--- src/rtl/seg_scan_decoder.sv ---
// seg_scan_decoder: registered seven-segment decoder with a time-multiplexed
// digit scan. A small register bank holds one nibble per digit, a prescaler
// sets the scan rate, and a single shared segment bus is driven together with
// a one-hot digit enable. Decode supports hex and BCD (dash for 10..15).
module seg_scan_decoder #(
    parameter int NUM_DIGITS = 4,
    parameter int AW         = $clog2(NUM_DIGITS),
    parameter int DIV_WIDTH  = 16
) (
    input  logic                  clock,
    input  logic                  reset_n,
    input  logic                  wr_en,
    input  logic [AW-1:0]         wr_addr,
    input  logic [3:0]            wr_data,
    output logic                  wr_err,
    input  logic                  mode,
    input  logic [NUM_DIGITS-1:0] blank,
    input  logic [DIV_WIDTH-1:0]  div_load,
    output logic [6:0]            seg_out,
    output logic [NUM_DIGITS-1:0] dig_en,
    output logic                  scan_tick
);

    // Pointer width covers exactly the digit indices; wr_addr may be wider so
    // that out-of-range writes can be presented and rejected.
    localparam int PW = $clog2(NUM_DIGITS);

    localparam logic [PW-1:0]         PTR_ONE    = PW'(1'b1);
    localparam logic [PW-1:0]         PTR_LAST   = PW'(NUM_DIGITS - 1);
    localparam logic [DIV_WIDTH-1:0]  CNT_ONE    = DIV_WIDTH'(1'b1);
    localparam logic [NUM_DIGITS-1:0] DIG_ONE    = NUM_DIGITS'(1'b1);
    localparam logic [AW:0]           ADDR_LIMIT = (AW + 1)'(NUM_DIGITS);

    // Hex nibble to {g,f,e,d,c,b,a}, active-high.
    function automatic logic [6:0] decode_hex(input logic [3:0] nib);
        logic [6:0] seg;
        case (nib)
            4'h0:    seg = 7'h3F;
            4'h1:    seg = 7'h06;
            4'h2:    seg = 7'h5B;
            4'h3:    seg = 7'h4F;
            4'h4:    seg = 7'h66;
            4'h5:    seg = 7'h6D;
            4'h6:    seg = 7'h7D;
            4'h7:    seg = 7'h07;
            4'h8:    seg = 7'h7F;
            4'h9:    seg = 7'h6F;
            4'hA:    seg = 7'h77;
            4'hB:    seg = 7'h7C;
            4'hC:    seg = 7'h39;
            4'hD:    seg = 7'h5E;
            4'hE:    seg = 7'h79;
            4'hF:    seg = 7'h71;
            default: seg = 7'h00;
        endcase
        return seg;
    endfunction

    // BCD mode shows a dash (segment g only) for non-decimal nibbles.
    function automatic logic [6:0] decode_seg(input logic [3:0] nib, input logic bcd);
        logic [6:0] seg;
        if (bcd && (nib > 4'd9)) begin
            seg = 7'h40;
        end else begin
            seg = decode_hex(nib);
        end
        return seg;
    endfunction

    logic [3:0]            r_digit [NUM_DIGITS];
    logic [DIV_WIDTH-1:0]  r_cnt;
    logic [PW-1:0]         r_ptr;
    logic                  r_tick_d;
    logic [6:0]            r_seg;
    logic [NUM_DIGITS-1:0] r_dig_en;
    logic                  r_scan_tick;
    logic                  r_wr_err;

    logic                  w_tick;
    logic                  w_wr_ok;
    logic                  w_wr_bad;
    logic [3:0]            w_cur_nib;
    logic                  w_cur_blank;
    logic [6:0]            w_seg_next;
    logic [NUM_DIGITS-1:0] w_dig_next;

    // Tick, write qualification and next output values from pre-edge state.
    always_comb begin
        w_tick      = 1'b0;
        w_wr_ok     = 1'b0;
        w_wr_bad    = 1'b0;
        w_cur_nib   = r_digit[r_ptr];
        w_cur_blank = blank[r_ptr];
        w_seg_next  = 7'h00;
        w_dig_next  = {NUM_DIGITS{1'b0}};

        // >= rather than == so a lowered div_load never forces a full wrap.
        if (r_cnt >= div_load) begin
            w_tick = 1'b1;
        end else begin
            w_tick = 1'b0;
        end

        if (wr_en) begin
            if ({1'b0, wr_addr} < ADDR_LIMIT) begin
                w_wr_ok  = 1'b1;
                w_wr_bad = 1'b0;
            end else begin
                w_wr_ok  = 1'b0;
                w_wr_bad = 1'b1;
            end
        end else begin
            w_wr_ok  = 1'b0;
            w_wr_bad = 1'b0;
        end

        if (w_cur_blank) begin
            w_seg_next = 7'h00;
            w_dig_next = {NUM_DIGITS{1'b0}};
        end else begin
            w_seg_next = decode_seg(w_cur_nib, mode);
            w_dig_next = DIG_ONE << r_ptr;
        end
    end

    // Per-digit value bank; only in-range writes land.
    always_ff @(posedge clock or negedge reset_n) begin
        if (!reset_n) begin
            for (int i = 0; i < NUM_DIGITS; i++) begin
                r_digit[i] <= 4'h0;
            end
        end else begin
            for (int i = 0; i < NUM_DIGITS; i++) begin
                if (w_wr_ok && (wr_addr == AW'(i))) begin
                    r_digit[i] <= wr_data;
                end
            end
        end
    end

    // Scan prescaler and digit pointer; pointer moves on the tick edge.
    always_ff @(posedge clock or negedge reset_n) begin
        if (!reset_n) begin
            r_cnt    <= {DIV_WIDTH{1'b0}};
            r_ptr    <= {PW{1'b0}};
            r_tick_d <= 1'b0;
        end else begin
            r_tick_d <= w_tick;
            if (w_tick) begin
                r_cnt <= {DIV_WIDTH{1'b0}};
                if (r_ptr == PTR_LAST) begin
                    r_ptr <= {PW{1'b0}};
                end else begin
                    r_ptr <= r_ptr + PTR_ONE;
                end
            end else begin
                r_cnt <= r_cnt + CNT_ONE;
            end
        end
    end

    // Output register: segments, digit enable, scan pulse aligned with the
    // first cycle a new digit is shown, and the dropped-write flag.
    always_ff @(posedge clock or negedge reset_n) begin
        if (!reset_n) begin
            r_seg       <= 7'h00;
            r_dig_en    <= {NUM_DIGITS{1'b0}};
            r_scan_tick <= 1'b0;
            r_wr_err    <= 1'b0;
        end else begin
            r_seg       <= w_seg_next;
            r_dig_en    <= w_dig_next;
            r_scan_tick <= r_tick_d;
            r_wr_err    <= w_wr_bad;
        end
    end

    assign seg_out   = r_seg;
    assign dig_en    = r_dig_en;
    assign scan_tick = r_scan_tick;
    assign wr_err    = r_wr_err;

endmodule

--- config.mk ---
export PLATFORM = sky130hd
export DESIGN_NAME = seg_scan_decoder
export DESIGN_NICKNAME = d
export VERILOG_FILES = /design/src/rtl/seg_scan_decoder.sv
export SDC_FILE = /design/constraint.sdc
export NUM_CORES = 1
export LEC_CHECK = 0
export ABC_AREA = 1
export CORE_MARGIN = 1
export CORE_UTILIZATION = 49
export CTS_CLUSTER_SIZE = 14
export DETAILED_ROUTE_END_ITERATION = 8
export HOLD_SLACK_MARGIN = 0.1
export PLACE_DENSITY_LB_ADDON = 0.15
export SETUP_SLACK_MARGIN = 0.1
export SLEW_MARGIN = 0
export SYNTH_ARGS = -nofsm -noshare
export SYNTH_HDL_FRONTEND = slang
export SYNTH_SLANG_ARGS = --single-unit
--- constraint.sdc ---
create_clock -name clock -period 1.7 [get_ports clock]
set_input_delay 0.51 -clock clock [delete_from_list [all_inputs] [get_ports clock]]
set_output_delay 0.51 -clock clock [all_outputs]
set_load 0.01 [all_outputs]
==> parameters.txt <==
Parameter                              Value

STA
  Final hold violations    0
  Clock tree skew after final layout    0.01272 ns
  Max Slew Vio Count    0
  Final setup viols    1
  Final clock period utilization by the worst path    102.6%
  Setup repair after global routing missed its margin    yes
  Worst Hold Margin    0.1912 ns
  Worst-case headroom to the max-slew limit    60.65%
  Maximum operating frequency    between 0.5 and 0.6 GHz
  Worst path setup slack after routing    -0.04451 ns
  Clock period minus worst slack    ~1.7 ns
  TNS Setup    -0.04451 ns
  Worst slew pin tran    0.5903 ns

Placement
  Area post-placement    3440 µm²
  Routability congestion estimate    approximately 0.82
  Count of buffers from port buffering    41
  Number of instances in the placed design    around 460
  DPL Wire Length    approximately 4.1 mm

Die
  Std-Cell Rows    26
  Area of the core    5270 µm²
  Die Wd    slightly below 80 µm
  # IOs    43
  Initial cell density of the core    52.21%
  Die area    5919 µm²
  Y dimension of the die    a little under 80 µm

Power
  Net switching power    between 2 and 3 mW
  Clock power frac    between 15 and 20%
  Worst IR drop on VDD    0.0007356 V
  Switching fraction of total power    approximately 43%
  Sequential Power Share    a little over a quarter
  Internal power    3.520 mW
  PD cells    between 1000 and 1500 nW/µm²
  Combinational share of power    a little under three fifths
  Leakage power summed over all cells    approximately 2 nW

CTS
  Number of sinks on the clock net    47
  H-tree Lvls    2
  Clock Latency Late Sink    just over 0.3 ns
  Number of buffers added by the clock tree synthesis step    5
  Cts-stage hold buffer count    0
  Library cell used as clock root buffer    sky130_fd_sc_hd__clkbuf_8
  Clock tree from TritonCTS    built
  Register clock-pin slew on the reported worst setup and hold paths    about 0.1 ns
  Deepest clock path buffer count    2

Finish
  Proportion of layout cells with a drive suffix above 1    34.52%
  Cell Count, Final, Fillers Out    490
  Post-route cell area    between 4000 and 5000 µm²
  Filler Cells Inserted    ~360
  Antenna fix cells    0
  Layout net count    between 400 and 500
  Area used by multi-input combinational logic    about 1900 µm²
  Utilization after layout    between 70% and 80%
  FF+latch area    approximately 1200 µm²
  Layout Area Growth over Synthesis    49.66%

Yosys
  Synth async-reset ratio    100.0%
  Register bit total from synthesis    between 40 and 50
  Count of unique library cells instantiated by Yosys    30
  Top cell type by total area after synthesis    sky130_fd_sc_hd__dfrtp_1
  Part of the Yosys area used for sequential elements    between 40% and 50%
  Top-count cell post-synth    sky130_fd_sc_hd__nand2_1
  Post-Syn Instances    roughly 340
  Number of enable-type register cells in the synthesized netlist    0
  Ys flop type    sky130_fd_sc_hd__dfrtp_1
  Mean area per synthesized cell    roughly 8 µm²
  Ranking of synthesized cells by area    sky130_fd_sc_hd__dfrtp_1, sky130_fd_sc_hd__ha_1, sky130_fd_sc_hd__nand2_1
  Number of nets produced by synthesis    400
  Proportion of netlist area held by the largest area contributor    a little over two fifths
  Number of warnings reported in the yosys synthesis log    0
  Top cells by instance count after synthesis    sky130_fd_sc_hd__nand2_1, sky130_fd_sc_hd__dfrtp_1, sky130_fd_sc_hd__nor2_1
  Cell Area, Synth    2751 µm²

Detailed routing
  Detailed-routing iteration count for the pre-antenna-repair pass    4
  DR vias    roughly 2500
  Drt total wl    ~7.1 mm
  Post-route DRC violation count    0
  Ratio of routed vias to standard cells    roughly 5.1
  Violation count after the first detailed-route iteration    between 100 and 150
  Final antenna-violating net count    0
  Wirelength per Cell    roughly 14 µm

Run status
  Status    finished, violations left
  Violations in the final reports    setup timing

Worst setup path
  Data arrival time of the worst path    1.93 ns
  Startpoint-to-endpoint class of the critical path    flip-flop to flip-flop
  Series of cell instances along the critical path    buf_6, nand2_2, o21ai_4, nand2_2, nand2_4, inv_6, ha_4, inv_1, o21ai_1, nand2_1, nor2_1, nor2_1
  Maximum fanout along the worst path    5
  Crit path largest cell delay    around 0.44 ns
  Type of element launching the critical path    flip-flop
  Master of the slowest instance on the critical path    sky130_fd_sc_hd__dfrtp_2
  Required @ worst endpoint    roughly 1.9 ns
  Worst setup EP type    flip-flop

GRT
  Gr usage total    22.98%
  Global-route wire length before repair    between 10 and 15 mm
  Initial antenna violation count    0
  Vias in the first global route    between 2000 and 2500
  Pin count of the biggest net entering global routing    26
  Overflow after GRT    0

Hold path
  Min-Delay Path Class    primary input to async pin

Flow run
  Max Cap Violations    0
-- logic make-up after synthesis --
kind of cell	after synthesis	synth area share (%)
xor+xnor	10	3.183
simple gates	165	25.65
fa+ha+maj	27	12.28
other cells	1	0.1363
buf+inv	50	7.412
flops	47	42.75
compound gates	43	8.595
-- layout make-up --
cell class | instances | area share (%)
flip-flops and latches | 47 | 28.71
repair buffers | 70 | 15.38
clock buffers | 5 | 1.671
well taps | 70 | 2.127
clock inverters | 3 | 1.641
multi-input cells | 249 | 45.97
inverters | 46 | 4.497
-- power groups by stage --
stage,registers (mW),logic (mW),clock network [mW]
4_1_cts,1.66,2.80,0.979
6_report,1.67,3.47,0.979
2_1_floorplan,1.72,1.58,0
5_1_grt,1.71,3.79,1.03
3_5_place_dp,1.69,2.40,0
3_3_place_gp,1.68,2.34,0
-- per-stage QoR --
step,total power [mW],worst slack (ns)
after floorplan,3.300,0.1053
after global placement,4.015,-0.5412
after detailed placement,4.092,-0.5382
after CTS,5.434,0.03690
after global routing,6.532,-0.1391
final,6.128,-0.04451
-- critical path: cells and delay by family (launching register included) --
| kind | cells | cell delay (ns) |
|---|---|---|
| AOI/OAI and AO/OA | 2 | 0.21 |
| adders and majority gates | 1 | 0.14 |
| buffers and inverters | 3 | 0.30 |
| and+or+nand+nor | 6 | 0.54 |
| DFF | 1 | 0.44 |
-- layout by cell type (no fill, tap or decap), types with 6 or more instances in the layout --
| cell | instances |
|---|---|
| sky130_fd_sc_hd__nand2_1 | 66 |
| sky130_fd_sc_hd__dfrtp_1 | 42 |
| sky130_fd_sc_hd__inv_1 | 29 |
| sky130_fd_sc_hd__nor2_1 | 28 |
| sky130_fd_sc_hd__dlygate4sd2_1 | 27 |
| sky130_fd_sc_hd__buf_4 | 22 |
| sky130_fd_sc_hd__o21ai_0 | 18 |
| sky130_fd_sc_hd__nand3_1 | 17 |
| sky130_fd_sc_hd__ha_4 | 15 |
| sky130_fd_sc_hd__inv_2 | 14 |
| sky130_fd_sc_hd__nor2_2 | 14 |
| sky130_fd_sc_hd__nand2_2 | 12 |
| sky130_fd_sc_hd__clkdlybuf4s50_1 | 12 |
| sky130_fd_sc_hd__xor2_1 | 9 |
| sky130_fd_sc_hd__ha_1 | 9 |
| sky130_fd_sc_hd__nand2_4 | 8 |
| sky130_fd_sc_hd__nand3_2 | 6 |
| sky130_fd_sc_hd__a21oi_2 | 6 |
| sky130_fd_sc_hd__o21ai_1 | 6 |
-- sequential cells by signal, indices dropped and copies added (netlist names) --
signal     flops
dig_en         4
r_cnt         16
r_digit       16
r_ptr          2
r_tick_d       1
scan_tick      1
seg_out        7
-- path summary, 6_finish.rpt --
| kind | slack, ns | from | end | cells past startpoint |
|---|---|---|---|---|
| max | -0.04 | r_ptr[0] | seg_out[6] | 12 |
| max reg2reg | -0.04 | r_ptr[0] | seg_out[6] | 12 |
| min reg2reg | 0.36 | r_tick_d | scan_tick | 0 |
| min in group clock | 0.36 | r_tick_d | scan_tick | 0 |
| max in group asynchronous | 0.98 | reset_n | r_cnt[10] | 2 |
| min | 0.19 | reset_n | r_cnt[7] | 1 |
-- what timing repair did --
| action | 4_1_cts | 5_1_grt |
|---|---|---|
| setup endpoints to repair | 38 | 26 |
| buffers inserted | 6 | 9 |
| gates resized for setup | 80 | 53 |
| cloned | 2 | 1 |
| pin swaps | 41 | 33 |
-- routing by layer --
metal / up-vias / share of wire [%] / global-route usage, %
li1: 1233 / - / -
met1: 1196 / 43 / 29.35
met2: 75 / 51 / 39.64
met3: 15 / 3.9 / 4.167
met4: 0 / 2.0 / 6.346
met5: - / 0 / 0
Note: power is estimated with default switching activity, not from simulation.
